==> src/rtl/residual_layernorm_pkg.sv <==
// Shared fixed-point definitions for the transformer datapath blocks (FFN, attention, layernorm).
package residual_layernorm_pkg;

    localparam int FRAC_BITS   = 8;
    localparam int ONE         = 256;
    localparam int EPS_DEFAULT = 1;

    typedef enum logic [2:0] {
        IDLE, SUM, MEAN, VAR, SQRT, RECIP, NORM, DONE
    } ln_state_t;

    typedef enum logic [1:0] {
        R_IDLE, R_SQRT, R_DIV
    } rs_phase_t;

    function automatic logic signed [15:0] sat16(input logic signed [47:0] v);
        if (v > 48'sd32767)
            return 16'sh7fff;
        else if (v < -48'sd32768)
            return 16'sh8000;
        else
            return v[15:0];
    endfunction

endpackage

==> src/rtl/residual_layernorm_rsqrt_seq.sv <==
// Sequential 1/sqrt: 16-step restoring square root of vpe<<8, then 17-step restoring 65536/std.
module rsqrt_seq
    import residual_layernorm_pkg::*;
(
    input  logic        clk,
    input  logic        rst,
    input  logic        start,
    input  logic [15:0] vpe,
    output logic        done,
    output logic [15:0] inv
);

    localparam logic [16:0] DIVIDEND = 17'(ONE * ONE);

    rs_phase_t   phase;
    logic [4:0]  cnt;
    logic [31:0] rad, rad_src;
    logic [17:0] rem, rem_src;
    logic [19:0] rem_sh, trial;
    logic [15:0] root, root_src;
    logic [15:0] drem, drem_nx;
    logic [16:0] drem_sh;
    logic        s_bit, q_bit;

    // The first root bit is resolved on the start edge itself so both phases fit in 33 cycles.
    always_comb begin
        rad_src  = start ? {8'd0, vpe, 8'd0} : rad;
        rem_src  = start ? '0 : rem;
        root_src = start ? '0 : root;
        rem_sh   = {rem_src, rad_src[31:30]};
        trial    = {2'b00, root_src, 2'b01};
        s_bit    = (rem_sh >= trial);
        drem_sh  = {drem, DIVIDEND[5'd16 - cnt]};
        q_bit    = (drem_sh >= {1'b0, root});
        drem_nx  = q_bit ? 16'(drem_sh - {1'b0, root}) : drem_sh[15:0];
        done     = (phase == R_DIV) && (cnt == 5'd16);
    end

    always_ff @(posedge clk) begin
        if (!rst) begin
            phase <= R_IDLE;
            cnt   <= '0;
            rad   <= '0;
            rem   <= '0;
            root  <= '0;
            drem  <= '0;
            inv   <= '0;
        end else begin
            case (phase)
                R_IDLE: if (start) begin
                    rad   <= {rad_src[29:0], 2'b00};
                    rem   <= s_bit ? 18'(rem_sh - trial) : rem_sh[17:0];
                    root  <= {root_src[14:0], s_bit};
                    drem  <= '0;
                    inv   <= '0;
                    cnt   <= 5'd1;
                    phase <= R_SQRT;
                end
                R_SQRT: begin
                    rad  <= {rad_src[29:0], 2'b00};
                    rem  <= s_bit ? 18'(rem_sh - trial) : rem_sh[17:0];
                    root <= {root_src[14:0], s_bit};
                    if (cnt == 5'd15) begin
                        cnt   <= '0;
                        phase <= R_DIV;
                    end else begin
                        cnt <= cnt + 5'd1;
                    end
                end
                R_DIV: begin
                    drem <= drem_nx;
                    inv  <= {inv[14:0], q_bit};
                    if (cnt == 5'd16) begin
                        cnt   <= '0;
                        phase <= R_IDLE;
                    end else begin
                        cnt <= cnt + 5'd1;
                    end
                end
                default: phase <= R_IDLE;
            endcase
        end
    end

endmodule

==> src/rtl/residual_layernorm.sv <==
// Residual add followed by LayerNorm over one EMBED_DIM vector, one element per cycle, Q8.8.
module residual_layernorm
    import residual_layernorm_pkg::*;
#(
    parameter int EMBED_DIM  = 4,
    parameter int DATA_WIDTH = 16,
    parameter int EPS        = EPS_DEFAULT
) (
    input  logic                            clk,
    input  logic                            rst,
    input  logic                            valid_in,
    output logic                            in_ready,
    input  logic [EMBED_DIM*DATA_WIDTH-1:0] x_res,
    input  logic [EMBED_DIM*DATA_WIDTH-1:0] y_ffn,
    input  logic [EMBED_DIM*DATA_WIDTH-1:0] gamma_flat,
    input  logic [EMBED_DIM*DATA_WIDTH-1:0] beta_flat,
    output logic [EMBED_DIM*DATA_WIDTH-1:0] z_out,
    output logic                            valid_out
);

    localparam int LOG2  = $clog2(EMBED_DIM);
    localparam int VW    = DATA_WIDTH + 1;
    localparam int SUM_W = DATA_WIDTH + LOG2;
    localparam int ACC_W = 2 * VW + LOG2;
    localparam int CNT_W = LOG2 + 5;

    ln_state_t state, next_state;
    logic [CNT_W-1:0] cnt;
    logic [LOG2-1:0]  idx;

    logic signed [DATA_WIDTH-1:0] xa [EMBED_DIM];
    logic signed [DATA_WIDTH-1:0] ya [EMBED_DIM];
    logic signed [DATA_WIDTH-1:0] ga [EMBED_DIM];
    logic signed [DATA_WIDTH-1:0] ba [EMBED_DIM];
    logic signed [DATA_WIDTH-1:0] h  [EMBED_DIM];
    logic signed [VW-1:0]         d  [EMBED_DIM];
    logic signed [DATA_WIDTH-1:0] zw [EMBED_DIM];

    logic signed [SUM_W-1:0]      sum;
    logic signed [DATA_WIDTH-1:0] mean;
    logic signed [ACC_W-1:0]      acc, var_w, vpe_w;
    logic signed [DATA_WIDTH-1:0] h_new, n_e, z_e;
    logic signed [VW-1:0]         d_new;
    logic signed [2*VW-1:0]       d_sq;
    logic signed [47:0]           t_n, t_z;
    logic [15:0]                  vpe, inv;
    logic                         rs_start, rs_done;

    assign idx      = cnt[LOG2-1:0];
    assign in_ready = (state == IDLE);

    always_comb begin
        next_state = state;
        case (state)
            IDLE:    if (valid_in) next_state = SUM;
            SUM:     if (cnt == CNT_W'(EMBED_DIM - 1)) next_state = MEAN;
            MEAN:    next_state = VAR;
            VAR:     if (cnt == CNT_W'(EMBED_DIM - 1)) next_state = SQRT;
            SQRT:    if (cnt == CNT_W'(15)) next_state = RECIP;
            RECIP:   if (rs_done) next_state = NORM;
            NORM:    if (cnt == CNT_W'(EMBED_DIM - 1)) next_state = DONE;
            DONE:    next_state = IDLE;
            default: next_state = IDLE;
        endcase
        rs_start = (state == SQRT) && (cnt == '0);
    end

    always_comb begin
        h_new = DATA_WIDTH'(sat16(48'(xa[idx]) + 48'(ya[idx])));
        d_new = VW'(h[idx]) - VW'(mean);
        d_sq  = d_new * d_new;
        var_w = acc >>> (FRAC_BITS + LOG2);
        vpe_w = var_w + ACC_W'(EPS);
        vpe   = (vpe_w > ACC_W'(32767)) ? 16'h7fff : 16'(vpe_w);
        t_n   = (48'(d[idx]) * 48'(signed'({1'b0, inv}))) >>> FRAC_BITS;
        n_e   = DATA_WIDTH'(sat16(t_n));
        t_z   = ((48'(n_e) * 48'(ga[idx])) >>> FRAC_BITS) + 48'(ba[idx]);
        z_e   = DATA_WIDTH'(sat16(t_z));
    end

    always_ff @(posedge clk) begin
        if (!rst) begin
            state     <= IDLE;
            cnt       <= '0;
            sum       <= '0;
            mean      <= '0;
            acc       <= '0;
            valid_out <= 1'b0;
            z_out     <= '0;
        end else begin
            state     <= next_state;
            cnt       <= (state != next_state) ? '0 : cnt + CNT_W'(1);
            valid_out <= (state == DONE);
            case (state)
                IDLE: if (valid_in) begin
                    sum <= '0;
                    acc <= '0;
                end
                SUM:  sum  <= sum + SUM_W'(h_new);
                MEAN: mean <= DATA_WIDTH'(sum >>> LOG2);
                VAR:  acc  <= acc + ACC_W'(d_sq);
                DONE: for (int unsigned i = 0; i < EMBED_DIM; i++)
                    z_out[i*DATA_WIDTH +: DATA_WIDTH] <= zw[i];
                default: ;
            endcase
        end
    end

    // Operand and per-element scratch storage needs no reset; it is always written before use.
    always_ff @(posedge clk) begin
        if (state == IDLE && valid_in) begin
            for (int unsigned i = 0; i < EMBED_DIM; i++) begin
                xa[i] <= x_res[i*DATA_WIDTH +: DATA_WIDTH];
                ya[i] <= y_ffn[i*DATA_WIDTH +: DATA_WIDTH];
                ga[i] <= gamma_flat[i*DATA_WIDTH +: DATA_WIDTH];
                ba[i] <= beta_flat[i*DATA_WIDTH +: DATA_WIDTH];
            end
        end
        if (state == SUM)  h[idx]  <= h_new;
        if (state == VAR)  d[idx]  <= d_new;
        if (state == NORM) zw[idx] <= z_e;
    end

    rsqrt_seq u_rsqrt (
        .clk   (clk),
        .rst   (rst),
        .start (rs_start),
        .vpe   (vpe),
        .done  (rs_done),
        .inv   (inv)
    );

endmodule

==> config.mk <==
export PLATFORM = sky130hd
export DESIGN_NAME = residual_layernorm
export DESIGN_NICKNAME = d
export VERILOG_FILES = /design/src/rtl/residual_layernorm_pkg.sv /design/src/rtl/residual_layernorm_rsqrt_seq.sv /design/src/rtl/residual_layernorm.sv
export SDC_FILE = /design/constraint.sdc
export NUM_CORES = 2
export LEC_CHECK = 0
export ABC_AREA = 1
export BUFFER_PORTS_ARGS = -buffer_cell sky130_fd_sc_hd__buf_4
export CORE_MARGIN = 10
export CORE_UTILIZATION = 60
export DETAILED_ROUTE_END_ITERATION = 10
export GPL_ROUTABILITY_DRIVEN = 1
export PLACE_DENSITY = 0.81
export SLEW_MARGIN = 10
export SYNTH_ARGS = -nofsm -noshare
export SYNTH_HDL_FRONTEND = slang
export SYNTH_SLANG_ARGS = --single-unit
==> constraint.sdc <==
create_clock -name clk -period 23.7 [get_ports clk]
set_input_delay 3.555 -clock clk [delete_from_list [all_inputs] [get_ports clk]]
set_output_delay 3.555 -clock clk [all_outputs]
set_load 0.03 [all_outputs]
==> impl_metrics.csv <==
group,metric,value,unit
status,status,"complete, no violations",
worst_setup_path,critical_path_required,23.99,ns
global_route,track_usage,30.7,%
finish,num_antenna_cells,0,
synth,ys_async_sr_fraction,0,%
worst_setup_path,crit_type,"flop to flop",
worst_setup_path,r2r_slack,5.99,ns
sta,timing.setup.tns,0,ns
clocking,cts_sinks,692,
place,port_buffers,324,
worst_setup_path,end_kind,"flop",
routing,routedWlPerCell,20.5,um
clocking,hold_buffers,0,
floorplanning,io_pins,325,
worst_setup_path,rr_worst_depth,68,
sta,setup_viol,0,
worst_setup_path,critPathMaxStageDelay,0.96,ns
sta,clock_skew,0.0569,ns
synth,yosysWarnings,0,
worst_setup_path,cpLargestDelayFamily,"adder cells",
global_route,antenna_found_initial,1,
routing,drc,0,
clocking,cts_resized,0,
finish,nNetsFinal,9137,
clocking,clkTransAtPathRegs,0.06,ns
floorplanning,rows,120,
clocking,cts_tree,"built",
sta,hold_viol_final,0,
clocking,cts_made_buffers,77,
synth,syn-num-nets,8891,
worst_setup_path,r2r_start,"cnt[1]$_SDFF_PP0_",
sta,rsz0062_at_grt,"no",
clocking,htreeDepth,3,
global_route,grt_pass1_vias,52300,
place,gp_congestion,0.990,
clocking,cts_buffer_depth,3,
floorplanning,dieArea,121000,um2
finish,area_growth,10.1,%
finish,final_cell_mix,"inv_1 (1467), nand2_1 (1345), fa_1 (870)",
synth,ys_ff_latch,692,
worst_setup_path,cp_num_buf_inv,15,
sta,max_slew_margin,19.9,%
sta,drv_slew,0,
global_route,overflow,0,
worst_setup_path,critPathMaxFanout,69,
floorplanning,die_h,348,um
flow_run,cap_viol_max_count,0,
sta,worstMarginPinSlew,1.19,ns
global_route,grt_pass1_wl,291,mm
worst_setup_path,critPathLaunchType,"flop",
global_route,grt_start_max_net_pins,112,
worst_setup_path,crit_top_cell,"nand2_1",
routing,drt_first_iter_violations,4440,
floorplanning,start_util,60.3,%
routing,totalWireLength,186,mm
routing,detail_route.vias_per_cell,5.63,
routing,vias,51100,
synth,ys_seq_area_share,28.5,%
worst_setup_path,worst_path_max_delay_cell,"o21ai_0",
worst_hold_path,hp-class,"flop to flop",
routing,drt_pass1_iterations,8,
synth,synth_edf_count,452,
sta,timing.fmax,56.5,MHz
worst_hold_path,min_from,"zw[0][6]$_DFFE_PP_",
clocking,clockRootBuffer,"clkbuf_16",
synth,synth_cell_type_count,64,
synth,synthesis.area,64400,um2
floorplanning,die_w,348,um
clocking,insertion_delay,0.68,ns
routing,postRouteAntennaNets,0,
sta,period_needed,17.71,ns
synth,avgSynthCellArea,8.76,um2
synth,synth_ff_type,"edfxtp_1",
worst_hold_path,hold_depth,2,
floorplanning,core,107000,um2
place,dp_hpwl,148,mm
sta,fin_crit_sh,74.7,%
worst_setup_path,arrival,18.01,ns
finish,layout_commonest_cell,"inv_1",
clocking,post-cts-setup-buffers,0,
finish,drive_gt1_share,8.44,%
synth,syn_inst,7355,
worst_hold_path,hold_end,"z_out[6]$_SDFFE_PN0P_",
worst_setup_path,timing.rr.end,"zw[2][10]$_DFFE_PP_",
[registers in the layout, indices dropped and copies added, names as in the netlist, 22 cells and up]
signal / count
acc: 36
h: 64
z_out: 64
ga: 64
zw: 64
d: 68
u_rsqrt.rad: 22
ya: 64
ba: 64
xa: 64
[synthesized netlist by cell type (all sizes together), types with 16 or more instances]
cell type | count | area share, %
or2 | 55 | 0.53
a31oi | 16 | 0.16
buf | 25 | 0.17
nand3 | 236 | 1.9
clkbuf | 187 | 1.1
o22ai | 62 | 0.60
o211ai | 17 | 0.21
dfxtp | 240 | 7.5
xnor2 | 42 | 0.57
a21oi | 413 | 3.3
nor4 | 16 | 0.19
o21ai | 334 | 2.6
ha | 407 | 7.9
inv | 1482 | 8.6
fa | 870 | 27
clkinv | 28 | 0.16
o21bai | 19 | 0.23
nand4 | 31 | 0.30
xor2 | 104 | 1.4
edfxtp | 452 | 21
nor3 | 53 | 0.44
nand2 | 1366 | 8.1
nor2 | 802 | 4.7
[worst max-delay path by stage]
| stage | from | end | slack (ns) | cells past startpoint |
|---|---|---|---|---|
| 2_1_floorplan | cnt[0]$_SDFF_PP0_ | zw[0][10]$_DFFE_PP_ | 9.39 | 74 |
| 3_3_place_gp | cnt[0]$_SDFF_PP0_ | zw[1][8]$_DFFE_PP_ | 6.53 | 67 |
| 3_5_place_dp | cnt[0]$_SDFF_PP0_ | zw[2][8]$_DFFE_PP_ | 6.37 | 64 |
| 4_1_cts | cnt[0]$_SDFF_PP0_ | zw[0][8]$_DFFE_PP_ | 6.21 | 64 |
| 5_1_grt | cnt[0]$_SDFF_PP0_ | zw[0][8]$_DFFE_PP_ | 4.83 | 67 |
| 6_report | cnt[1]$_SDFF_PP0_ | zw[2][10]$_DFFE_PP_ | 5.99 | 68 |
[worst register-to-register path, delay by kind of cell (launching register included)]
kind | cells | cell delay, ns
fa+ha+maj | 15 | 7.29
simple gates | 27 | 4.14
flops | 1 | 0.70
xor+xnor | 1 | 0.21
compound gates | 10 | 2.77
buf+inv | 15 | 2.25
[routing by layer]
| metal | GRT usage [%] | part of all wire (%) | vias to the layer above |
|---|---|---|---|
| met2 | 50.2 | 47 | 2356 |
| met5 | 0 | 0.0054 | - |
| met3 | 6.86 | 9.3 | 528 |
| li1 | - | - | 23400 |
| met1 | 38.6 | 38 | 24800 |
| met4 | 14.6 | 5.4 | 2 |
[through the flow]
stage               instances  area (um2)  setup slack [ns]  hold WS [ns]  util, %
global route             9069       70900              4.83         0.454     66.4
finish                   9069       70900              5.99         0.430     66.4
CTS                      9069       70900              6.21         0.430     66.4
global placement         8925       68200              6.53         0.420     63.9
floorplan                7355       64400              9.39         0.412        -
detailed placement       8925       68200              6.37         0.423     63.9
[cell type report]
cell class / instances / area, um2
clock buffer: 97 / 2160
clock inverter: 47 / 510
timing repair buffer: 379 / 2850
inverter: 1510 / 5690
tap: 1403 / 1760
multi-input combinational: 4941 / 39600
fill: 8420 / 35800
sequential: 692 / 18400
[cell families after synthesis]
logic type	after synthesis	share of synthesized area, %
AND/OR/NAND/NOR	2576	16.3
buffers and inverters	1722	10.1
adder cells (fa/ha/maj)	1277	35.0
AO/OA/AOI/OAI	942	8.12
flip-flops	692	28.5
XOR/XNOR	146	2.00
Power is not shown: default switching activity piles up to over one toggle a cycle in this logic, so the estimate is an artifact.
